==> src/rtl/morse_decoder_pkg.sv <==
// Shared types and constants for the Morse decoder path.
//   sym_t   : symbol token delivered by morse_timing_classifier
//   state_t : classifier period tracker (idle / key pressed / key released)
//   *_UNITS_C : threshold multipliers applied to the dot unit in unit mode
//   *_TICKS_C : fixed-mode tick thresholds (default parameter values)
package morse_decoder_pkg;

  typedef enum logic [2:0] {
    SYM_DOT      = 3'd0,
    SYM_DASH     = 3'd1,
    SYM_ILLEGAL  = 3'd2,
    SYM_CHAR_GAP = 3'd3,
    SYM_WORD_GAP = 3'd4
  } sym_t;

  typedef enum logic [1:0] {
    S_IDLE  = 2'd0,
    S_PRESS = 2'd1,
    S_GAP   = 2'd2
  } state_t;

  localparam int unsigned DASH_UNITS_C    = 2;
  localparam int unsigned ILLEGAL_UNITS_C = 5;
  localparam int unsigned INTER_UNITS_C   = 2;
  localparam int unsigned WORD_UNITS_C    = 5;

  localparam int unsigned DASH_TICKS_C    = 30_000_000;
  localparam int unsigned ILLEGAL_TICKS_C = 100_000_000;
  localparam int unsigned INTER_TICKS_C   = 175_000_000;
  localparam int unsigned WORD_TICKS_C    = 250_000_000;

endpackage

==> src/rtl/morse_threshold_gen.sv <==
// Threshold set for the timing classifier.
// mode/unit are captured when latch_en pulses (entry into a press or gap
// period) so a mid-period change cannot move the goal posts. Thresholds
// are then derived combinationally, CNT_W+3 bits wide so 5*unit never wraps.
//   clk, rst        : clock, synchronous active-high reset
//   latch_en        : capture mode_i / unit_ticks_i this cycle
//   mode_i          : 0 = fixed tick parameters, 1 = unit-scaled
//   unit_ticks_i    : dot-unit length in ticks (0 treated as 1)
//   dash_th .. word_th : active thresholds
module morse_threshold_gen
  import morse_decoder_pkg::*;
#(
  parameter int          CNT_W         = 28,
  parameter int unsigned DASH_TICKS    = DASH_TICKS_C,
  parameter int unsigned ILLEGAL_TICKS = ILLEGAL_TICKS_C,
  parameter int unsigned INTER_TICKS   = INTER_TICKS_C,
  parameter int unsigned WORD_TICKS    = WORD_TICKS_C
) (
  input  logic             clk,
  input  logic             rst,
  input  logic             latch_en,
  input  logic             mode_i,
  input  logic [CNT_W-1:0] unit_ticks_i,
  output logic [CNT_W+2:0] dash_th,
  output logic [CNT_W+2:0] illegal_th,
  output logic [CNT_W+2:0] inter_th,
  output logic [CNT_W+2:0] word_th
);

  localparam int TW = CNT_W + 3;

  logic             mode_q;
  logic [CNT_W-1:0] unit_q;
  logic [TW-1:0]    u;

  // Shift/add multiply by a small constant (multipliers fit in 3 bits).
  function automatic logic [TW-1:0] scale(input logic [TW-1:0] base,
                                          input int unsigned units);
    logic [TW-1:0] acc;
    acc = '0;
    for (int b = 0; b < 3; b++)
      if (units[b]) acc = acc + (base << b);
    return acc;
  endfunction

  always_ff @(posedge clk) begin
    if (rst) begin
      mode_q <= 1'b0;
      unit_q <= '0;
    end else if (latch_en) begin
      mode_q <= mode_i;
      unit_q <= unit_ticks_i;
    end
  end

  assign u = (unit_q == '0) ? TW'(1) : TW'(unit_q);

  always_comb begin
    if (mode_q) begin
      dash_th    = scale(u, DASH_UNITS_C);
      illegal_th = scale(u, ILLEGAL_UNITS_C);
      inter_th   = scale(u, INTER_UNITS_C);
      word_th    = scale(u, WORD_UNITS_C);
    end else begin
      dash_th    = TW'(DASH_TICKS);
      illegal_th = TW'(ILLEGAL_TICKS);
      inter_th   = TW'(INTER_TICKS);
      word_th    = TW'(WORD_TICKS);
    end
  end

endmodule

==> src/rtl/morse_timing_classifier.sv <==
// Morse key timing classifier.
// Measures press and idle durations of the debounced key and turns them
// into DOT / DASH / ILLEGAL / CHAR_GAP / WORD_GAP tokens on a single-entry
// valid/ready register.
//   clk, rst     : clock, synchronous active-high reset
//   key_i        : debounced key level, 1 = pressed
//   mode_i       : 0 = fixed thresholds, 1 = unit-scaled thresholds
//   unit_ticks_i : dot-unit length in ticks
//   sym_valid_o / sym_o / sym_ready_i : token handshake
//   overflow_o   : sticky, a token was dropped under backpressure
module morse_timing_classifier
  import morse_decoder_pkg::*;
#(
  parameter int          CNT_W         = 28,
  parameter int unsigned DASH_TICKS    = DASH_TICKS_C,
  parameter int unsigned ILLEGAL_TICKS = ILLEGAL_TICKS_C,
  parameter int unsigned INTER_TICKS   = INTER_TICKS_C,
  parameter int unsigned WORD_TICKS    = WORD_TICKS_C
) (
  input  logic             clk,
  input  logic             rst,
  input  logic             key_i,
  input  logic             mode_i,
  input  logic [CNT_W-1:0] unit_ticks_i,
  output logic             sym_valid_o,
  output logic [2:0]       sym_o,
  input  logic             sym_ready_i,
  output logic             overflow_o
);

  localparam int TW = CNT_W + 3;

  if (DASH_TICKS >= ILLEGAL_TICKS) begin : g_bad_dash
    $error("DASH_TICKS must be below ILLEGAL_TICKS");
  end
  if (INTER_TICKS >= WORD_TICKS) begin : g_bad_inter
    $error("INTER_TICKS must be below WORD_TICKS");
  end
  if ((64'(WORD_TICKS) >> CNT_W) != 64'd0) begin : g_bad_word
    $error("WORD_TICKS must fit in CNT_W bits");
  end

  state_t           state;
  logic [CNT_W-1:0] cnt, cnt_sat;
  logic [TW-1:0]    cnt_x, cnt_nxt_x;
  logic [TW-1:0]    dash_th, illegal_th, inter_th, word_th;
  logic             key_q, rise, latch_en, word_hit;
  logic             tok_vld;
  sym_t             tok;

  assign rise      = key_i & ~key_q;
  assign cnt_sat   = (&cnt) ? cnt : cnt + CNT_W'(1);
  assign cnt_x     = TW'(cnt);
  assign cnt_nxt_x = cnt_x + TW'(1);
  assign word_hit  = (state == S_GAP) && !key_i && (cnt_nxt_x == word_th);

  // Capture mode/unit on every transition into S_PRESS or S_GAP.
  assign latch_en = ((state == S_IDLE || state == S_GAP) && rise) ||
                    ((state == S_PRESS) && !key_i);

  morse_threshold_gen #(
    .CNT_W(CNT_W), .DASH_TICKS(DASH_TICKS), .ILLEGAL_TICKS(ILLEGAL_TICKS),
    .INTER_TICKS(INTER_TICKS), .WORD_TICKS(WORD_TICKS)
  ) u_thr (
    .clk(clk), .rst(rst), .latch_en(latch_en), .mode_i(mode_i),
    .unit_ticks_i(unit_ticks_i), .dash_th(dash_th), .illegal_th(illegal_th),
    .inter_th(inter_th), .word_th(word_th)
  );

  always_comb begin
    tok_vld = 1'b0;
    tok     = SYM_DOT;
    case (state)
      S_PRESS: if (!key_i) begin
        tok_vld = 1'b1;
        if (cnt_x < dash_th)         tok = SYM_DOT;
        else if (cnt_x < illegal_th) tok = SYM_DASH;
        else                         tok = SYM_ILLEGAL;
      end
      S_GAP: begin
        if (rise && cnt_x >= inter_th) begin
          tok_vld = 1'b1;
          tok     = SYM_CHAR_GAP;
        end else if (word_hit) begin
          tok_vld = 1'b1;
          tok     = SYM_WORD_GAP;
        end
      end
      default: ;
    endcase
  end

  // key_q resets high so a key held through reset needs a fresh press.
  always_ff @(posedge clk) begin
    if (rst) begin
      state <= S_IDLE;
      cnt   <= '0;
      key_q <= 1'b1;
    end else begin
      key_q <= key_i;
      case (state)
        S_IDLE: if (rise) begin
          state <= S_PRESS;
          cnt   <= CNT_W'(1);
        end
        S_PRESS: begin
          if (key_i) cnt <= cnt_sat;
          else begin
            state <= S_GAP;
            cnt   <= CNT_W'(1);
          end
        end
        S_GAP: begin
          if (rise) begin
            state <= S_PRESS;
            cnt   <= CNT_W'(1);
          end else if (word_hit) begin
            state <= S_IDLE;
            cnt   <= '0;
          end else begin
            cnt <= cnt_sat;
          end
        end
        default: state <= S_IDLE;
      endcase
    end
  end

  // Single-entry output register; a token meeting a stalled one is dropped.
  always_ff @(posedge clk) begin
    if (rst) begin
      sym_valid_o <= 1'b0;
      sym_o       <= 3'd0;
      overflow_o  <= 1'b0;
    end else if (tok_vld) begin
      if (!sym_valid_o || sym_ready_i) begin
        sym_valid_o <= 1'b1;
        sym_o       <= tok;
      end else begin
        overflow_o <= 1'b1;
      end
    end else if (sym_ready_i) begin
      sym_valid_o <= 1'b0;
    end
  end

endmodule
==> config.mk <==
export PLATFORM = sky130hd
export DESIGN_NAME = morse_timing_classifier
export DESIGN_NICKNAME = d
export VERILOG_FILES = /design/src/rtl/morse_decoder_pkg.sv /design/src/rtl/morse_threshold_gen.sv /design/src/rtl/morse_timing_classifier.sv
export SDC_FILE = /design/constraint.sdc
export NUM_CORES = 1
export LEC_CHECK = 0
export ABC_AREA = 1
export CAP_MARGIN = 10
export CORE_MARGIN = 1
export CORE_UTILIZATION = 41
export DETAILED_ROUTE_END_ITERATION = 8
export SYNTH_ARGS = -nofsm -noshare
export SYNTH_HDL_FRONTEND = slang
export SYNTH_SLANG_ARGS = --single-unit
==> constraint.sdc <==
create_clock -name clk -period 4.8 [get_ports clk]
set_clock_uncertainty 0.1 [all_clocks]
set_input_delay 0.96 -clock clk [delete_from_list [all_inputs] [get_ports clk]]
set_output_delay 0.96 -clock clk [all_outputs]
set_load 0.1 [all_outputs]
==> flow_metrics.env <==
export IMPL_finalSetupViolCount=0
export IMPL_syn_to_final_growth_pct=16.1
export IMPL_worstPathArrival_ns=4.73
export IMPL_cp_start_kind="register"
export IMPL_vias=8736
export IMPL_fin_crit_sh_pct=95.7
export IMPL_synth_edff_count=0
export IMPL_syn_avg_cell_area_um2=5.81
export IMPL_postLayoutCellArea_um2=9030
export IMPL_maxCapViolations=0
export IMPL_antenna_found_initial=0
export IMPL_initialDrtViolationCount=694
export IMPL_dieArea_um2=19500
export IMPL_die_x_um=140
export IMPL_netlist_cell_type_count=40
export IMPL_fin_util_pct=48.4
export IMPL_clock_path_buffers=2
export IMPL_rrSetupSlack_ns=0.21
export IMPL_coreArea_um2=18600
export IMPL_async_reset_ff_share_pct=0
export IMPL_hp_start="sym_o[2]$_SDFFE_PP0P_"
export IMPL_numCtsBuffers=9
export IMPL_hold_viol_final=0
export IMPL_grt_pass1_wl_um=41200
export IMPL_viasPerCell=5.41
export IMPL_gp_congestion=0.913
export IMPL_fmaxAchievable_ghz=0.218
export IMPL_yosys_area_top_type="nand2_1"
export IMPL_synthTopCellsByArea="nand2_1 18%, dfxtp_1 17%, ha_1 15%"
export IMPL_crit_top_cell="nand2_2"
export IMPL_overflow=0
export IMPL_floorplan_initialDensity_pct=41.7
export IMPL_postRouteAntennaNets=0
export IMPL_peakVddDrop_v=0.000178
export IMPL_clock_sinks=65
export IMPL_worstSetupPathType="reg -> reg"
export IMPL_ys_seq_area_share_pct=16.7
export IMPL_clk_pin_slew_worst_paths_ns=0.06
export IMPL_synth_top_area_share_pct=17.9
export IMPL_slew_headroom_pct=19.6
export IMPL_power_w=0.00208
export IMPL_synth_main_ff_cell="dfxtp_1"
export IMPL_finalWirelength_um=26000
export IMPL_synth_area_um2=7780
export IMPL_placed_area_um2=8530
export IMPL_grt_max_degree=73
export IMPL_worstReg2RegStart="u_thr.unit_q[15]$_SDFFE_PP0P_"
export IMPL_cts_hold_buf=0
export IMPL_drive_gt1_share_pct=9.77
export IMPL_track_usage_pct=27.0
export IMPL_drc=0
export IMPL_crit_fanout=3
export IMPL_slowest_delay_ns=0.53
export IMPL_final_max_slew_viol_count=0
export IMPL_hold_class="reg -> reg"
export IMPL_crit_slowest_cell="or4_4"
export IMPL_synth_seq_cells=65
export IMPL_netlist_top_cells_count="372 x nand2_1, 155 x inv_1, 149 x nor2_1"
export IMPL_clockRootBuffer="clkbuf_16"
export IMPL_synth_nets=1466
export IMPL_routedWlPerCell_um=16.1
export IMPL_power_leakage_nw=4.55
export IMPL_num_rows=50
export IMPL_drt_pass1_iterations=5
export IMPL_diodes=0
export IMPL_tightest_slew_ns=1.20
export IMPL_status="finished, final reports clean"
export IMPL_end_kind="register"
export IMPL_pre_cts_ws_ns=-0.0836
export IMPL_htree_num_levels=3
export IMPL_crit_start="u_thr.unit_q[15]$_SDFFE_PP0P_"
export IMPL_synth_warnings=0
export IMPL_first_global_vias=7899
export IMPL_power_per_cell_area_nw_per_um2=230
export IMPL_required_ns=4.94
export IMPL_clkLatencyLatePin_ns=0.34
export IMPL_fin_nets=1504
export IMPL_syn_inst=1339
export IMPL_fin_crit_ns=4.59
export IMPL_setup_slack_ns=0.206
export IMPL_synth_most_common_cell="nand2_1"
export IMPL_io_pins=38
export IMPL_cts_tree="built"
export IMPL_die_h_um=140
export IMPL_io_buffers=37
export IMPL_dpl_hpwl_um=20300
[power by group]
group	total (W)	switching, W	leakage [nW]	internal [W]
Combinational	0.000787	0.000526	3.87	0.000262
Sequential	0.000606	0.0000304	0.529	0.000576
Clock	0.000682	0.000264	0.153	0.000418
Total	0.00208	0.000820	4.55	0.00126
[final timing paths]
path                           endpoint  cells after the start
hold reg to reg   sym_o[2]$_SDFFE_PP0P_                      2
setup reg to reg  sym_o[1]$_SDFFE_PP0P_                     33
hold / removal    sym_o[2]$_SDFFE_PP0P_                      2
setup / recovery  sym_o[1]$_SDFFE_PP0P_                     33
[repair_timing]
action / CTS / global route
gates cloned: 0 / 0
buffers inserted: 0 / 4
resized for setup: 2 / 41
pin swaps: 0 / 23
setup endpoints to repair: 2 / 6
[layout by cell type (no fill, tap or decap), drive strengths merged]
cell           netlist  layout
nor4                 9       9
o22ai                1       1
a211oi               3       3
nor3b                1       1
a31oi                1       1
or2                  3       3
buf                 12      46
a221oi               2       2
xnor2                7       7
a21o                 5       5
bufinv               0       1
clkbuf              44      10
o21bai               6       6
clkinv               1       5
nor3                18      18
xor2                16      16
nor2               159     159
nand3              127     127
o211ai               2       2
inv                162     163
a21boi               1       1
or4                  2       2
ha                  93      93
clkdlybuf4s50        0      37
fa                   1       1
a21oi              105     105
nand3b               3       3
nand2              388     388
o21ai               61      61
dfxtp               65      65
nand4               41      41
[per-layer routing]
metal	track usage (%)	wire length (um)	vias to the layer above	share of wire [%]
met1	38.7	12700	3991	49
li1	-	-	4474	-
met4	8.27	637	0	2.4
met5	0	0	-	0
met3	2.31	1470	34	5.6
met2	42.8	11300	237	43
[registers in the layout (all words and copies together) (netlist names)]
signal        count
sym_valid_o       1
state             2
overflow_o        1
key_q             1
cnt              28
u_thr.unit_q     28
sym_o             3
u_thr.mode_q      1
[cells by family (layout without fill, tap and decap cells)]
group / count (synthesis) / after routing / synth area share, %
simple gates: 751 / 751 / 41.8
compound gates: 187 / 187 / 12.8
xor+xnor: 23 / 23 / 2.59
fa+ha+maj: 94 / 94 / 15.2
buf+inv: 219 / 262 / 10.8
flops: 65 / 65 / 16.7
[critical path, delay by kind of cell, from the launching register on]
| kind | cells | cell delay [ns] |
|---|---|---|
| AOI/OAI and AO/OA | 4 | 0.51 |
| adders and majority gates | 3 | 0.91 |
| buffers and inverters | 3 | 0.21 |
| DFF | 1 | 0.31 |
| and+or+nand+nor | 23 | 2.42 |
[stage by stage]
step	std cells	setup TNS, ns	hold slack [ns]
2_1_floorplan	1339	0	0.343
3_3_place_gp	1596	0	0.338
3_5_place_dp	1596	-0.106	0.339
4_1_cts	1612	0	0.349
5_1_grt	1616	-0.130	0.378
6_report	1616	0	0.343
[final cells by class]
class / count / area (um2)
clock buffers: 10 / 239
clock inverters: 6 / 66.3
fillers: 2057 / 9610
inverters: 163 / 612
multi-input cells: 1055 / 5800
flip-flops and latches: 65 / 1310
well taps: 234 / 293
repair buffers: 83 / 716
(Power assumes the default switching activity.)
